<file path="src/rtl/noise_burst_sched_pkg.sv">
// noise_pkg: shared encodings for the noise burst sequencer and noise consumers.
//  state_t   : sequencer FSM states
//  RATE_*    : noise_choose rate codes (0 is illegal)
//  CNT_W_DEF : default counter width
package noise_pkg;
   typedef enum logic [2:0] {
      ST_IDLE,
      ST_SETTLE,
      ST_BURST,
      ST_GAP,
      ST_DONE
   } state_t;

   localparam logic [1:0] RATE_200 = 2'd1;
   localparam logic [1:0] RATE_100 = 2'd2;
   localparam logic [1:0] RATE_50  = 2'd3;

   localparam int CNT_W_DEF = 16;
endpackage

</file>
<file path="src/rtl/noise_burst_sched_if.sv">
// Burst command channel, valid/ready handshake.
//  master: drives cmd_valid and the command fields, sees cmd_ready
//  slave : sees cmd_valid and the fields, drives cmd_ready
interface noise_burst_sched_if #(parameter int CNT_W = noise_pkg::CNT_W_DEF);
   logic             cmd_valid;
   logic             cmd_ready;
   logic [9:0]       cmd_density;
   logic [1:0]       cmd_rate;
   logic [CNT_W-1:0] cmd_burst;
   logic [CNT_W-1:0] cmd_gap;
   logic [7:0]       cmd_repeat;

   modport master (output cmd_valid, cmd_density, cmd_rate, cmd_burst, cmd_gap, cmd_repeat,
                   input  cmd_ready);
   modport slave  (input  cmd_valid, cmd_density, cmd_rate, cmd_burst, cmd_gap, cmd_repeat,
                   output cmd_ready);
endinterface

</file>
<file path="src/rtl/noise_burst_sched_edge_sync.sv">
// noise_edge_sync: brings an asynchronous noise wave into the local clock domain
// and emits a one-cycle pulse per rising edge.
//  clk    : destination clock
//  rst    : async active-low reset
//  din    : asynchronous input
//  rise_o : high for one cycle, two clocks after din rises (consumer registers it on the third)
module noise_edge_sync (
   input  logic clk,
   input  logic rst,
   input  logic din,
   output logic rise_o
);
   logic s1_q, s2_q, s3_q;
   logic s1_d, s2_d, s3_d;

   always_comb begin
      s1_d = din;
      s2_d = s1_q;
      s3_d = s2_q;
   end

   always_ff @(posedge clk or negedge rst)
      if (!rst) begin
         s1_q <= 1'b0;
         s2_q <= 1'b0;
         s3_q <= 1'b0;
      end else begin
         s1_q <= s1_d;
         s2_q <= s2_d;
         s3_q <= s3_d;
      end

   // s1/s2 are the synchroniser; s3 is only history for edge detection
   assign rise_o = s2_q & ~s3_q;
endmodule

</file>
<file path="src/rtl/noise_burst_sched.sv">
// noise_burst_sched: sequences one burst command into the noise generator.
//  clk_200, rst      : clock and async active-low reset
//  cmd               : command channel (slave side)
//  abort             : level, ends any active command
//  noise_in          : async noise wave from the generator
//  total_out         : generator threshold, {6'b0,density} while active
//  noise_choose_out  : generator rate select, {6'b0,rate} while active
//  gate/busy/done/err: status, all registered
//  pulse_cnt         : edges counted in the current burst
module noise_burst_sched
   import noise_pkg::*;
#(
   parameter int CNT_W      = CNT_W_DEF,
   parameter int SETTLE_CYC = 8,
   parameter int TIMEOUT    = 65535
) (
   input  logic              clk_200,
   input  logic              rst,
   noise_burst_sched_if.slave cmd,
   input  logic              abort,
   input  logic              noise_in,
   output logic [15:0]       total_out,
   output logic [7:0]        noise_choose_out,
   output logic              gate,
   output logic              busy,
   output logic              done,
   output logic              err,
   output logic [CNT_W-1:0]  pulse_cnt
);
   localparam logic [CNT_W-1:0] SETTLE_LAST = CNT_W'(SETTLE_CYC - 1);
   localparam logic [CNT_W-1:0] TMO_LAST    = CNT_W'(TIMEOUT - 1);

   state_t           state_q, state_d;
   logic [15:0]      total_q, total_d;
   logic [7:0]       choose_q, choose_d;
   logic             gate_q, gate_d, busy_q, busy_d, done_q, done_d, err_q, err_d;
   logic [CNT_W-1:0] pulse_q, pulse_d, burst_q, burst_d, gap_q, gap_d;
   logic [CNT_W-1:0] cnt_q, cnt_d, tmo_q, tmo_d, pulse_inc;
   logic [7:0]       reps_q, reps_d;
   logic             rise;

   noise_edge_sync u_sync (.clk(clk_200), .rst(rst), .din(noise_in), .rise_o(rise));

   assign cmd.cmd_ready = (state_q == ST_IDLE);
   assign pulse_inc     = pulse_q + 1'b1;

   always_comb begin
      state_d  = state_q;
      total_d  = total_q;
      choose_d = choose_q;
      pulse_d  = pulse_q;
      burst_d  = burst_q;
      gap_d    = gap_q;
      cnt_d    = cnt_q;
      tmo_d    = tmo_q;
      reps_d   = reps_q;
      err_d    = 1'b0;
      case (state_q)
         ST_IDLE:
            if (cmd.cmd_valid) begin
               if (cmd.cmd_rate == 2'd0) err_d = 1'b1;
               else begin
                  total_d  = {6'b0, cmd.cmd_density};
                  choose_d = {6'b0, cmd.cmd_rate};
                  burst_d  = cmd.cmd_burst;
                  gap_d    = cmd.cmd_gap;
                  reps_d   = (cmd.cmd_repeat == 8'd0) ? 8'd1 : cmd.cmd_repeat;
                  cnt_d    = '0;
                  state_d  = ST_SETTLE;
               end
            end
         ST_SETTLE:
            if (abort) state_d = ST_DONE;
            else if (cnt_q == SETTLE_LAST) begin
               state_d = ST_BURST;
               pulse_d = '0;
               tmo_d   = '0;
            end else cnt_d = cnt_q + 1'b1;
         ST_BURST:
            if (abort) state_d = ST_DONE;
            else if (rise) begin
               tmo_d = '0;
               if (pulse_q != '1) pulse_d = pulse_inc;
               if (burst_q != '0 && pulse_inc == burst_q) begin
                  reps_d = reps_q - 8'd1;
                  if (reps_q == 8'd1) state_d = ST_DONE;
                  else if (gap_q == '0) pulse_d = '0;   // back-to-back burst
                  else begin
                     state_d = ST_GAP;
                     cnt_d   = '0;
                  end
               end
            end else if (tmo_q == TMO_LAST) begin
               err_d   = 1'b1;
               state_d = ST_DONE;
            end else tmo_d = tmo_q + 1'b1;
         ST_GAP:
            if (abort) state_d = ST_DONE;
            else if (cnt_q == gap_q - 1'b1) begin
               state_d = ST_BURST;
               pulse_d = '0;
               tmo_d   = '0;
            end else cnt_d = cnt_q + 1'b1;
         ST_DONE: state_d = ST_IDLE;
         default: state_d = ST_IDLE;
      endcase
      // status flops track the next state so they line up with state_q
      if (state_d == ST_DONE) begin
         total_d  = '0;
         choose_d = '0;
      end
      done_d = (state_d == ST_DONE);
      gate_d = (state_d == ST_BURST);
      busy_d = (state_d != ST_IDLE);
   end

   always_ff @(posedge clk_200 or negedge rst)
      if (!rst) begin
         state_q  <= ST_IDLE;
         total_q  <= '0;
         choose_q <= '0;
         gate_q   <= 1'b0;
         busy_q   <= 1'b0;
         done_q   <= 1'b0;
         err_q    <= 1'b0;
         pulse_q  <= '0;
         burst_q  <= '0;
         gap_q    <= '0;
         cnt_q    <= '0;
         tmo_q    <= '0;
         reps_q   <= '0;
      end else begin
         state_q  <= state_d;
         total_q  <= total_d;
         choose_q <= choose_d;
         gate_q   <= gate_d;
         busy_q   <= busy_d;
         done_q   <= done_d;
         err_q    <= err_d;
         pulse_q  <= pulse_d;
         burst_q  <= burst_d;
         gap_q    <= gap_d;
         cnt_q    <= cnt_d;
         tmo_q    <= tmo_d;
         reps_q   <= reps_d;
      end

   assign total_out        = total_q;
   assign noise_choose_out = choose_q;
   assign gate             = gate_q;
   assign busy             = busy_q;
   assign done             = done_q;
   assign err              = err_q;
   assign pulse_cnt        = pulse_q;
endmodule

</file>
<file path="src/flat_wrapper.sv">
// flat-port wrapper written by rule: the top's interface ports become plain ports
module noise_burst_sched_flat import noise_pkg::*;
#(
   parameter int CNT_W      = CNT_W_DEF,
   parameter int SETTLE_CYC = 8,
   parameter int TIMEOUT    = 65535
)
  (clk_200, rst, abort, noise_in, total_out, noise_choose_out, gate, busy, done, err, pulse_cnt, cmd_cmd_valid, cmd_cmd_density, cmd_cmd_rate, cmd_cmd_burst, cmd_cmd_gap, cmd_cmd_repeat, cmd_cmd_ready);
  noise_burst_sched_if #(.CNT_W(CNT_W)) cmd_i ();
  input  logic clk_200;
  input  logic rst;
  input  logic abort;
  input  logic noise_in;
  output logic [15:0] total_out;
  output logic [7:0] noise_choose_out;
  output logic gate;
  output logic busy;
  output logic done;
  output logic err;
  output logic [CNT_W-1:0] pulse_cnt;
  input wire logic [$bits(cmd_i.cmd_valid)-1:0] cmd_cmd_valid;
  input wire logic [$bits(cmd_i.cmd_density)-1:0] cmd_cmd_density;
  input wire logic [$bits(cmd_i.cmd_rate)-1:0] cmd_cmd_rate;
  input wire logic [$bits(cmd_i.cmd_burst)-1:0] cmd_cmd_burst;
  input wire logic [$bits(cmd_i.cmd_gap)-1:0] cmd_cmd_gap;
  input wire logic [$bits(cmd_i.cmd_repeat)-1:0] cmd_cmd_repeat;
  output wire logic [$bits(cmd_i.cmd_ready)-1:0] cmd_cmd_ready;
  assign cmd_i.cmd_valid = cmd_cmd_valid;
  assign cmd_i.cmd_density = cmd_cmd_density;
  assign cmd_i.cmd_rate = cmd_cmd_rate;
  assign cmd_i.cmd_burst = cmd_cmd_burst;
  assign cmd_i.cmd_gap = cmd_cmd_gap;
  assign cmd_i.cmd_repeat = cmd_cmd_repeat;
  assign cmd_cmd_ready = cmd_i.cmd_ready;
  noise_burst_sched #(.CNT_W(CNT_W), .SETTLE_CYC(SETTLE_CYC), .TIMEOUT(TIMEOUT)) u_core (.clk_200(clk_200), .rst(rst), .cmd(cmd_i), .abort(abort), .noise_in(noise_in), .total_out(total_out), .noise_choose_out(noise_choose_out), .gate(gate), .busy(busy), .done(done), .err(err), .pulse_cnt(pulse_cnt));
endmodule
</file>
<file path="config.mk">
export PLATFORM = sky130hd
export DESIGN_NAME = noise_burst_sched_flat
export DESIGN_NICKNAME = d
export VERILOG_FILES = /design/src/rtl/noise_burst_sched_pkg.sv /design/src/rtl/noise_burst_sched_if.sv /design/src/rtl/noise_burst_sched_edge_sync.sv /design/src/rtl/noise_burst_sched.sv /design/src/flat_wrapper.sv
export SDC_FILE = /design/constraint.sdc
export NUM_CORES = 1
export LEC_CHECK = 0
export ABC_CLOCK_PERIOD_IN_PS = 9200
export BUFFER_PORTS_ARGS = -buffer_cell sky130_fd_sc_hd__buf_2
export CORE_UTILIZATION = 55
export CTS_BUF_LIST = sky130_fd_sc_hd__clkbuf_4 sky130_fd_sc_hd__clkbuf_8 sky130_fd_sc_hd__clkbuf_16
export CTS_CLUSTER_SIZE = 25
export DETAILED_ROUTE_END_ITERATION = 10
export GPL_ROUTABILITY_DRIVEN = 0
export GPL_TIMING_DRIVEN = 1
export PLACE_DENSITY = 0.83
export RECOVER_POWER = 25
export SYNTH_ARGS = -nofsm -noshare
export SYNTH_HDL_FRONTEND = slang
export SYNTH_SLANG_ARGS = --single-unit
</file>
<file path="constraint.sdc">
create_clock -name clk_200 -period 9.2 [get_ports clk_200]
set_input_delay 1.38 -clock clk_200 [delete_from_list [all_inputs] [get_ports clk_200]]
set_output_delay 1.38 -clock clk_200 [all_outputs]
set_load 0.01 [all_outputs]
</file>
## Yosys cells after proc, flatten, opt, wreduce, memory -nomap -nowiden

Index checks and enable logic that the tools add are counted.
W data, S select, Z words.

| word-level totals | value |
|---|---|
| register bits after elaboration | 122 |
| output and inout port bits | 45 |
| logic and storage cells | 129 |

| cells by class | value |
|---|---|
| $add $sub $neg | 5 |
| eq/ne operators | 26 |
| mux-type cells | 61 |
| bitwise logic cells | 3 |
| reductions and logical operators | 18 |

Operators by type and width:

| kind | count |
|---|---|
| $mux W16 | 28 |
| $pmux W16 S3 | 2 |
| $mux W8 | 10 |
| $pmux W16 S4 | 1 |
| $add A16 B1 Y16 const B | 3 |
| $mux W3 | 12 |
| $eq A16 B16 Y1 | 2 |
| $ne A2 B2 Y1 const B | 9 |
| $eq A16 B16 Y1 const B | 1 |
| $eq A16 B3 Y1 const B | 1 |
| $logic_not A16 Y1 | 1 |
| $ne A16 B16 Y1 const B | 1 |
| $pmux W8 S2 | 1 |
| $reduce_bool A16 Y1 | 1 |
| $sub A16 B1 Y16 const B | 1 |
| $reduce_and A7 Y1 | 2 |
| $pmux W3 S4 | 1 |
| $reduce_and A12 Y1 | 1 |
| $ne A2 B1 Y1 const B | 5 |
| $eq A3 B2 Y1 const B | 3 |
| $eq A8 B1 Y1 const B | 1 |
| $logic_not A8 Y1 | 1 |
| $sub A8 B1 Y8 const B | 1 |
| $reduce_and A3 Y1 | 2 |
| 14 further kinds | 22 |

## Logic depth before layout (Yosys ltp)

| logic depth | value |
|---|---|
| word-level depth | 10 |
| mapped depth | 14 |
| mapped depth without buffers | 11 |

## Modules after synthesis

Synthesis repeated with hierarchy kept, for this count alone.

| unflattened totals | value |
|---|---|
| cells, all modules | 781 |
| area, all modules | 6625.1 µm² |

Modules (own cells, without submodules):

| module | instances | cells an instance | area each (µm²) |
|---|---|---|---|
| noise_burst_sched | 1 | 777 | 6536.3 |
| noise_edge_sync | 1 | 4 | 88.8 |

## Worst setup path after synthesis

No wires, ideal clock.

| timing | value |
|---|---|
| kind | register -> register |
| from | register u_core.gap_q[0] |
| to | register u_core.pulse_q[3], in the netlist u_core.pulse_cnt[3] |
| library setup time | 121 ps |
| arrival | 3237 ps |
| slack | 5842 ps |
| stages on the path, launching flop included | 14 |
| path buffers | 3 |
| clock period less this slack | 3358 ps |
| cell sequence | dfrtp_1 clkbuf_1 inv_1 ha_1 clkbuf_1 or4b_2 nor4b_1 a31oi_1 o32ai_1 nand4_2 and2_4 or3_4 buf_6 o22a_1 |

| between the ends | value |
|---|---|
| longest elaborated chain between the ends | 7 |
| elaborated cells on any way between the ends | 11 |

Ends and longest elaborated chain:

| item | RTL line | text |
|---|---|---|
| start: declaration | noise_burst_sched.sv:37 | `logic [CNT_W-1:0] pulse_q, pulse_d, burst_q, burst_d, gap_q, gap_d;` |
| start signal: assignment | noise_burst_sched.sv:142 | `gap_q <= gap_d;` |
| branches (longest 7 deep; another with $sub A16 B1 Y16) | -- |  |
| end signal: assignment | noise_burst_sched.sv:140 | `pulse_q <= pulse_d;` |
| end: declaration | noise_burst_sched.sv:37 |  |

Parallel ways; which one is timed is not known. The select of a mux whose other input is x is not followed.
A chain may end at the register's enable or synchronous reset.

## Final worst setup path

| timing | value |
|---|---|
| from | register u_core.gap_q[0] |
| to | register u_core.pulse_q[1], in the netlist u_core.pulse_cnt[1] |

Same word-level chain as after synthesis.

==> qor.yml <==
outcome: "complete, but fails checks"
violations: "capacitance limit, slew limit"
crit_path_end_kind: "flip-flop"
antennaDiodeCount: 0
reg2reg_depth: 12
seq_area_frac_synth: 0.426
max_freq_mhz: 239
die_h_um: 110
clockBufferDepth: 2
report.final.slew_viol_count: 54
met3_length_um: 805
io_pins: 102
yosysMostFrequentCell: "nand2_1"
grt_pass1_wl_um: 24900
reg2reg_slack_ns: 5.01
drt_iter0_markers: 417
drc: 0
whs_path_depth: 0
area_growth_pct: 11.2
slew-limit-headroom: -0.898
tightest_slew_ns: 2.85
clk_latency_ns: 0.36
holdPathEnd: "u_core.u_sync.s2_q"
cts_tree: "built"
grt_max_degree: 59
first_global_vias: 5135
avgRoutedWirePerCell_um: 15.6
ys_top_cells_by_area: "dfrtp_1, nand2_1, o21ai_0"
cts_setup_buffers: 0
totalPowerFinal_uw: 1360
yosysTopAreaCell: "dfrtp_1"
p_leak_uw: 0.00330
cts_inserted_buffers: 9
dp_hpwl_um: 10700
finalSetupViolations: 0
setup_tns_ns: 0
worstHoldStart: "u_core.u_sync.s1_q"
hold_viol: 0
antenna_left: 0
h-tree-depth: 3
powerDensity_nw_per_um2: 190
root_buffer: "clkbuf_16"
wl_met2_um: 7200
r2r_end: "u_core.pulse_cnt[1]"
finalCritPeriodShare: 0.455
cts_hold_buffers: 0
r2r-start: "u_core.gap_q[0]"
min_period_ns: 4.19
hold_path.class: "flip-flop to flip-flop"
antenna_found_initial: 0
dieWidth_um: 110
io_buffers: 89
drt-vias-per-instance: 5.94
drive_gt1_frac: 0.158
crit_path_start_kind: "flip-flop"
setup.worst_path.class: "flip-flop to flip-flop"
top_layer: "met4"
yosys-top-cells-count: "nand2_1, dfrtp_1, o21ai_0, nor2_1, a21oi_1"
yosysWarnings: 0
cap_violations: 1
core_area_um2: 11400
synthArstFlopShare: 1.00
initial_core_util: 0.566
arrival_ns: 4.43
grt_remaining_overflow: 0
die-area_um2: 12200
crit_required_ns: 9.45
drt_wl_total_um: 15200
skew_ns: 0.00921
yosys_most_used_dff: "dfrtp_1"
irDropWorstVdd_v: 0.000146
grt_usage: 0.264
nNetsFinal: 887
clock-sinks: 110
path_max_fanout: 20
synth_seq_cells: 110
yosysTopAreaCellShare: 0.426
syn_inst: 761
rsz0062_at_grt: "false"
ctsResizeCount: 0
met1Wirelength_um: 6860
yosysUniqueCellTypes: 71
vias: 5769
clk_pin_slew_ns: 0.07
syn_avg_cell_area_um2: 8.49
synth_area_um2: 6460
dr.pass1.iters: 5
synth_edf_count: 0
rows: 39
[worst max-delay path by stage]
stage	start	end	slack, ns
2_1_floorplan	u_core.gap_q[0]	u_core.pulse_cnt[3]	5.84
3_3_place_gp	u_core.gap_q[0]	u_core.pulse_cnt[1]	5.18
3_5_place_dp	u_core.gap_q[0]	u_core.pulse_cnt[1]	5.10
4_1_cts	u_core.gap_q[0]	u_core.pulse_cnt[1]	5.09
5_1_grt	rst	u_core.reps_q[5]	4.66
6_report	u_core.gap_q[0]	u_core.pulse_cnt[1]	5.01
[cell type report]
cell class / instances / area (um^2)
flip-flops and latches: 110 / 2750
well taps: 143 / 179
clock buffers: 12 / 254
clock inverters: 4 / 32.5
repair buffers: 92 / 458
multi-input cells: 597 / 3460
inverters: 13 / 48.8
fillers: 987 / 4240
[cells by family (layout without fill, tap and decap cells)]
group / count (synthesis) / in the layout / synth area share
compound gates: 174 / 174 / 0.168
fa+ha+maj: 7 / 7 / 0.0136
flops: 110 / 110 / 0.426
mux: 2 / 2 / 0.00329
buf+inv: 65 / 121 / 0.0476
simple gates: 351 / 351 / 0.272
xor+xnor: 51 / 51 / 0.0691
other cells: 1 / 12 / 0.000580
[sequential cells by signal, summed over array words and instances, names as in the netlist]
register / count
u_core.burst_q: 16
u_core.busy: 1
u_core.cnt_q: 16
u_core.done: 1
u_core.err: 1
u_core.gap_q: 16
u_core.gate: 1
u_core.noise_choose_out: 2
u_core.pulse_cnt: 16
u_core.reps_q: 8
u_core.state_q: 3
u_core.tmo_q: 16
u_core.total_out: 10
u_core.u_sync.s1_q: 1
u_core.u_sync.s2_q: 1
u_core.u_sync.s3_q: 1
[critical path: stages, from the launching register on]
cell,delay (ns)
dfrtp_1,0.46
inv_1,0.12
ha_1,0.36
or4b_2,0.67
nor4b_1,0.36
a31oi_1,0.08
o32ai_1,0.19
nand4_2,0.25
and2_4,0.22
nor3_2,0.60
buf_4,0.37
o21ai_0,0.16
a32o_1,0.25
[layer usage]
| metal | vias to the layer above | GRT usage |
|---|---|---|
| met2 | 180 | 0.420 |
| met1 | 2759 | 0.360 |
| met5 | - | 0 |
| li1 | 2802 | - |
| met4 | 0 | 0.0930 |
| met3 | 28 | 0.0494 |
[power breakdown]
group | total [uW] | leakage (uW) | switching [uW] | internal [uW]
registers | 654 | 0.00144 | 96.3 | 557
clock network | 374 | 0.000136 | 176 | 198
logic | 336 | 0.00173 | 192 | 144
[placed cells by master, fill, tap and decap left out, types with 9 or more instances in the layout]
| master | count |
|---|---|
| a21oi_1 | 52 |
| a31o_2 | 10 |
| a31oi_1 | 13 |
| and3_1 | 17 |
| buf_2 | 81 |
| clkbuf_16 | 9 |
| conb_1 | 12 |
| dfrtp_1 | 110 |
| inv_1 | 12 |
| nand2_1 | 139 |
| nand2b_1 | 14 |
| nand3_1 | 32 |
| nand4_1 | 19 |
| nor2_1 | 53 |
| nor3_1 | 15 |
| nor4_1 | 14 |
| o21ai_0 | 54 |
| xnor2_1 | 24 |
| xor2_1 | 27 |
[through the flow]
step	setup slack, ns	instance area (um^2)	utilization	instances	hold slack, ns
after floorplan	5.84	6500	-	772	0.331
after global placement	5.18	6910	0.605	955	0.355
after detailed placement	5.10	6910	0.605	955	0.342
after CTS	5.09	7200	0.630	971	0.367
after global routing	4.66	7180	0.629	971	0.384
final	5.01	7180	0.629	971	0.364
No activity file was read; power rests on OpenSTA's default activity.
